File: config.mk
export PLATFORM = sky130hd
export DESIGN_NAME = alu_shift_rotate_unit
export DESIGN_NICKNAME = d
export VERILOG_FILES = /design/src/rtl/alu_shift_rotate_unit.sv
export SDC_FILE = /design/constraint.sdc
export NUM_CORES = 1
export LEC_CHECK = 0
export BUFFER_PORTS_ARGS = -buffer_cell sky130_fd_sc_hd__buf_2
export CORE_UTILIZATION = 42
export CTS_CLUSTER_DIAMETER = 30
export DETAILED_ROUTE_END_ITERATION = 6
export MAX_ROUTING_LAYER = met4
export PLACE_DENSITY = 0.77
export REMOVE_ABC_BUFFERS = 1
export SYNTH_ARGS = -nofsm -noshare
export SYNTH_HDL_FRONTEND = slang
export SYNTH_SLANG_ARGS = --single-unit
export TNS_END_PERCENT = 5
File: constraint.sdc
create_clock -name clk -period 2.7 [get_ports clk]
set_input_delay 0.27 -clock clk [delete_from_list [all_inputs] [get_ports clk]]
set_output_delay 0.27 -clock clk [all_outputs]
set_load 0.1 [all_outputs]
File: src/rtl/alu_shift_rotate_unit.sv
// rtl/alu_shift_rotate_unit.sv - ALU B register, L flag and serial shift/rotate engine
module alu_shift_rotate_unit #(
    parameter int WIDTH = 16
) (
    input  logic             clk,
    input  logic             reset,
    input  logic [WIDTH-1:0] ibus,
    input  logic             write_b,
    input  logic             start,
    input  logic             op_rotate,
    input  logic             op_arithmetic,
    input  logic             op_right,
    input  logic [3:0]       op_dist,
    input  logic             l_in,
    output logic [WIDTH-1:0] b,
    output logic             fl,
    output logic             busy,
    output logic             shift_strobe
);

    logic [3:0]       count;
    logic             rot_q;
    logic             ari_q;
    logic             right_q;
    logic [WIDTH-1:0] step_b;
    logic             step_fl;

    // One-place step; the bit shifted out always lands in L.
    always_comb begin
        step_b  = b;
        step_fl = fl;
        if (right_q) begin
            step_fl = b[0];
            if (rot_q)
                step_b = {(ari_q ? b[0] : fl), b[WIDTH-1:1]};
            else
                step_b = {(ari_q ? b[WIDTH-1] : 1'b0), b[WIDTH-1:1]};
        end else begin
            step_fl = b[WIDTH-1];
            if (rot_q)
                step_b = {b[WIDTH-2:0], (ari_q ? b[WIDTH-1] : fl)};
            else
                step_b = {b[WIDTH-2:0], 1'b0};
        end
    end

    always_ff @(posedge clk) begin
        if (reset) begin
            b       <= '0;
            fl      <= 1'b0;
            count   <= 4'd0;
            rot_q   <= 1'b0;
            ari_q   <= 1'b0;
            right_q <= 1'b0;
        end else if (count != 4'd0) begin
            b     <= step_b;
            fl    <= step_fl;
            count <= count - 4'd1;
        end else begin
            if (write_b)
                b <= ibus;
            if (start) begin
                rot_q   <= op_rotate;
                ari_q   <= op_arithmetic;
                right_q <= op_right;
                count   <= op_dist;
                fl      <= l_in;
            end
        end
    end

    assign busy         = (count != 4'd0);
    assign shift_strobe = busy;

endmodule

Word-level counts from Yosys, hierarchy flattened

Cells that the tools add are included.

Register bits: 24
Logic and storage cells: 28
Output and inout port bits: 19

Reductions and logical operators: 5
Eq/ne operators: 1
Muxes and demuxes: 13
Add/sub/neg operators: 1
Bitwise logic cells: 1

Operators with widths:

| cell                  | number |
|---|---|
| $mux W16              | 4 |
| $mux W4               | 2 |
| $mux W1               | 7 |
| $ne A4 B4 Y1 const B  | 1 |
| $reduce_and A2 Y1     | 2 |
| $reduce_bool A2 Y1    | 2 |
| $reduce_bool A4 Y1    | 1 |
| $sub A4 B1 Y4 const B | 1 |
| $not A1 Y1            | 1 |

Depth between registers and ports, before layout

Gate-level depths: netlist (run 1).

Word-level depth: 4
Mapped depth: 7
Depth with buffers taken out: 6

Least setup slack after synthesis (run 1)

No wires, ideal clock.

Path kind: reg2out
From: reg count[0]
To: out shift_strobe
Data arrival time: 1.472 ns
Stages on the path, launching flop included: 7
Path slack: 0.958 ns
Required time: 2.430 ns
Path through: dfxtp_1 -> inv_1 -> ha_1 -> nor3b_4 -> inv_4 -> buf_6 -> buf_4

Longest elaborated chain between the ends: 1

Ends and longest elaborated chain:

| element                | line | RTL |
|---|---|---|
| start, declared        | 21   | `logic [3:0] count;` |
| start signal, assigned | 58   | `count <= count - 4'd1;` |
| start signal, assigned | 66   | `count <= op_dist;` |
| $reduce_bool A4 Y1     | 72   | `assign busy = (count != 4'd0);` |
| end, declared          | 18   | `output logic shift_strobe` |

Every way passes these cells.

Worst setup path in the final report (run 1)

From: reg count[0]
To: out busy

Longest elaborated chain between the ends: 1

Ends and longest elaborated chain:

| element            | line | RTL |
|---|---|---|
| $reduce_bool A4 Y1 | 72   |  |
| end, declared      | 17   | `output logic busy,` |

Every way passes these cells.

==> run metrics, run 1 <==
Netlist cell types=27; final setup TNS=0 ns; R2R Setup Slk=0.81 ns; largest net degree at the start of global routing=34; Fill cells=299; hold violation count in the final report=0; worst-path fanout max=33; DR iter-0 viols=43; Worst Reg-to-Reg Cells=6; antenna violations before repair=0; R2R Path Start=count[0]; WL/cell=13.2 um; Reg-to-Reg End=b[15]; Total Routing Usage GR=0.182; CP endpoint kind=output pin; kind of start point of the critical path=flip-flop; final net count=207; root buffer cell=clkbuf_4; Initial Util=0.452; area grow syn2layout=16.9%; n_diodes=0; die area=0.00358 mm2; unrepaired setup endpoints after global routing=no; CP arrival=2.04 ns; Port Buf Inserts=46; Async S/R FF share, synth=0; Post-synth top flop=dfxtp_1; Post-Route WL=2920 um; CTS tree=yes; sequential area share after synthesis=0.342; vias in the first global route=1091; post-synthesis register bit count=24; CTS buffer count=3; DRT Pass-1 Iters=5; drt drc=0; Rows=20; result of the run=completed; Worst Tran Pin Value=between 1 and 1.5 ns; CTS Buffer Depth=2; required time worst endpoint=2.43 ns; max-slew violations=0; Detail Route Antenna Nets=0; CTS resizes=0; Post-synth EDFFs=0; Die Wd=59.8 um; Hold Path End=count[3]; Synth Instances=140; post-DR vias/cell=around 5.4; synthesized area per cell=10.0 um2; YS warnings=0; DP Wirelength=2050 um; Hold Crit Start=op_dist[3]; Clock Skew=0.00453 ns; Slew Limit Headroom=0.320; Worst Path Class, Setup=flip-flop to output pin; Reg clk slew, reported paths=0.12 ns; CTS hold repair buffers=0; grt ovf=0; Hold Crit Class=primary input to flip-flop; # Post-CTS Setup Buffers=0; global-route wire length before repair=just under 5000 um; share of post-route cells with drive strength above 1=0.384; Final setup viols=0; GPL Wtd Cong=0.796; Core ar.=0.00310 mm2; Final period util=0.856; Synth Cell Area=roughly 0.0014 mm2; clock sink count=24; H-tree depth=1; max cap viols=0; fmax=approximately 0.43 GHz; WHS Path Cells=3; via count=between 1000 and 1500; # IOs=47; worst-skew pair later-pin latency=0.31 ns; post-layout minimum cycle time=2.31 ns; DIE HEIGHT=59.8 um
==> synthesized netlist by cell type (2+ instances only) <==
cell      instances  area share
dfxtp_1          24        0.34
mux2i_1          22        0.16
a211oi_1         18       0.096
nor2b_1          15       0.067
a211oi_2         13        0.12
a21oi_1           6       0.021
buf_2             4       0.014
clkbuf_1          4       0.011
inv_1             4       0.011
nand2_1           4       0.011
nor2_1            4       0.011
buf_6             3       0.024
a221oi_1          2       0.012
buf_4             2       0.011
nand2b_1          2      0.0089
nand3b_1          2       0.011
==> layout make-up <==
cell class | count | area, um2 | area share
clock buffer | 4 | 36.3 | 0.0221
tap | 44 | 55.1 | 0.0335
sequential | 24 | 480 | 0.293
multi-input combinational | 98 | 818 | 0.498
timing repair buffer | 46 | 230 | 0.140
inverter | 5 | 21.3 | 0.0130
==> metal layers <==
| metal | global-route usage | wire length (um) | up-vias | share of wire |
|---|---|---|---|---|
| met1 | 0.229 | 1390 | 553 | 0.47 |
| met5 | - | 0 | - | 0 |
| met2 | 0.298 | 1350 | 36 | 0.46 |
| met3 | 0.0455 | 171 | 2 | 0.059 |
| li1 | - | - | 598 | - |
| met4 | 0.0299 | 13 | 0 | 0.0045 |
==> cells by family after synthesis <==
family	after synthesis	share of synthesized area
AND/OR/NAND/NOR	31	0.140
buffers and inverters	18	0.0749
flip-flops	24	0.342
adder cells (fa/ha/maj)	1	0.00891
AO/OA/AOI/OAI	43	0.269
multiplexers	23	0.165
==> layout by cell type (no fill, tap or decap), types with 3 or more instances in the layout <==
cell type and instances:
clkbuf_4 3, nor2b_1 15, mux2i_1 22, a211oi_2 13, nand2_1 4, dfxtp_1 24, inv_1 4, nor2_1 4
a211oi_1 18, a21oi_1 6, buf_2 46
==> worst max-delay path by stage <==
stage              from           end  slack, ns  cells past startpoint
2_1_floorplan  count[0]         b[15]       0.76                      6
3_3_place_gp   count[0]          busy       0.82                      5
3_5_place_dp   count[0]          busy       0.77                      5
4_1_cts        count[0]  shift_strobe       0.40                      5
5_1_grt        count[1]  shift_strobe       0.25                      5
6_report       count[0]          busy       0.39                      5
==> worst max-delay path, stage by stage (launching register included) <==
cell     delay [ns]
dfxtp_1        0.39
inv_1          0.06
ha_1           0.24
nor3b_4        0.21
inv_4          0.32
buf_2          0.51
==> per-stage QoR <==
step	util	setup slack (ns)	std cells	hold slack, ns	instance area [um2]
final	0.529	0.388	221	0.176	1640
after global routing	0.529	0.248	221	0.180	1640
after CTS	0.529	0.395	221	0.172	1640
after detailed placement	0.517	0.765	217	0.511	1610
after global placement	0.517	0.818	217	0.491	1610
after floorplan	-	0.762	127	0.339	1320
==> registers in the layout, indices dropped and copies added (netlist names) <==
signal and count:
ari_q 1, fl 1, rot_q 1, count 4
right_q 1, b 16
Power of run 1 is left out: the tool's default activity adds up to more than one toggle a clock period on the data nets, which glitch-free logic cannot reach.
==> inputs of run 2 (changes only) <==
CORE_UTILIZATION = 25   (was 42)
PLACE_DENSITY = 0.54   (was 0.77)
SLEW_MARGIN = 20   (was default)
clock period = 2.6 ns   (was 2.7 ns; I/O delays follow)
==> run 2 against run 1 <==
  * Register-to-register slack lost 0.08 ns
  * First-iteration DRC count grew 23%
  * Design area grew 4.6%
  * Sequential share of layout area shrank 1.3 points
  * Non-clock buffer count grew 1
  * Cell count grew 12%
  * Via count shrank 2.2%
  * Count of clock-buffer cells in the layout shrank 1
  * Setup slack lost 0.047 ns
  * Die area grew 65%
  * Global-route usage shrank 6.9 points
  * Critical path type unchanged
  * Largest cell class unchanged
==> run metrics, run 2 (synthesis gave the netlist of run 1 again) <==
R2R Path Start=count[0]; CTS hold repair buffers=0; hold violation count in the final report=0; Post-Route WL=3250 um; DIE HEIGHT=76.9 um; vias in the first global route=1075; critical path endpoint=shift_strobe; Port Buf Inserts=46; post-layout minimum cycle time=2.26 ns; grt ovf=0; clock sink count=24; worst-path fanout max=33; n_diodes=0; Detail Route Antenna Nets=0; global-route wire length before repair=5310 um; DRT Pass-1 Iters=4; CP Buf/Inv Count=3; area grow syn2layout=22.3%; worst-skew pair later-pin latency=between 0.2 and 0.3 ns; CTS tree=yes; CTS Buffer Depth=2; post-DR vias/cell=~4.7; via count=1163; kind of start point of the critical path=flip-flop; Crit-path slowest cell=buf_2; Clock Skew=0.00753 ns; fmax=0.443 GHz; Initial Util=0.266; met2 WL=~1400 um; Worst Reg-to-Reg Cells=6; Slew Limit Headroom=0.565; commonest cells after routing, fill and taps aside=buf_2 (46), dfxtp_1 (24), mux2i_1 (22), a211oi_1 (18), nor2b_1 (15); Top Layer Used=met3; root buffer cell=clkbuf_8; CP endpoint kind=output pin; Worst Path Class, Setup=flip-flop to output pin; CP Cell Sequence=inv_1 > ha_1 > nor3b_4 > inv_4 > buf_2; max cap viols=0; CTS resizes=0; H-tree depth=1; max incr delay on CP=0.51 ns; R2R Setup Slk=0.73 ns; Reg clk slew, reported paths=~0.09 ns; WL/cell=13.1 um; WL met3=160 um; Final setup viols=0; DP Wirelength=approximately 2300 um; final net count=between 200 and 250; GPL Wtd Cong=0.736; max-slew violations=0; Worst Tran Pin Value=0.653 ns; Final period util=0.869; share of post-route cells with drive strength above 1=0.388; CP top delay family=buffers and inverters; Top reg by flops=b; Rows=26; Hold Crit Class=primary input to flip-flop; unrepaired setup endpoints after global routing=no; CP Launch Point=count[0]; Post-Route M1 WL=1660 um; Top Registers=b (16), count (4); dpl cell area=0.00165 mm2; required time worst endpoint=2.34 ns; leading cell type in the layout, fill and taps excluded=buf_2; # IOs=47; CTS buffer count=3; Core ar.=roughly 0.0053 mm2; die area=0.00592 mm2; DR iter-0 viols=53; result of the run=completed; final setup TNS=0 ns; Largest register FFs=16; Reg-to-Reg End=b[15]; # Post-CTS Setup Buffers=0; Total Routing Usage GR=0.113; drt drc=0; antenna violations before repair=0; Die Wd=76.9 um; fin util=0.326; final instance area=0.00172 mm2; CP arrival=around 2.0 ns; Stages on worst setup path=5; largest net degree at the start of global routing=34
==> run 2: changes by cell type in the layout (fill, tap and decap cells not counted) <==
cell       previous run  this run
clkbuf_8              1         3
bufinv_16             0         1
buf_4                 0         1
clkbuf_4              3         0
==> run 2: routing by layer <==
layer | track usage | vias to the layer above
met5 | - | -
met4 | 0.0115 | 0
met3 | 0.0286 | 0
met2 | 0.166 | 36
met1 | 0.158 | 528
li1 | - | 599
==> run 2: worst min-delay path by stage <==
stage | start | end | slack [ns] | depth (start not counted)
final | op_rotate | rot_q | 0.23 | 3
after floorplan | reset | count[2] | 0.33 | 1
after detailed placement | op_rotate | rot_q | 0.51 | 3
after global placement | op_arithmetic | ari_q | 0.50 | 3
after CTS | op_rotate | rot_q | 0.23 | 3
after global routing | op_rotate | rot_q | 0.24 | 3
==> run 2: through the flow <==
| stage | std cells | hold slack [ns] | setup slack, ns |
|---|---|---|---|
| 2_1_floorplan | 127 | 0.329 | 0.662 |
| 3_3_place_gp | 244 | 0.502 | 0.667 |
| 3_5_place_dp | 244 | 0.512 | 0.643 |
| 4_1_cts | 248 | 0.230 | 0.333 |
| 5_1_grt | 248 | 0.240 | 0.246 |
| 6_report | 248 | 0.234 | 0.341 |
==> run 2: final cells by class <==
class	count	area [um2]
multi-input combinational	98	818
clock inverter	1	30.0
inverter	5	21.3
tap	70	87.6
fill	575	3550
timing repair buffer	47	238
clock buffer	3	41.3
sequential	24	480
==> run 2: worst min-delay path, cell delays in order <==
cell     delay (ns)
buf_2          0.07
mux2i_1        0.06
nor2_1         0.07
Power of run 2 is left out for the same reason.
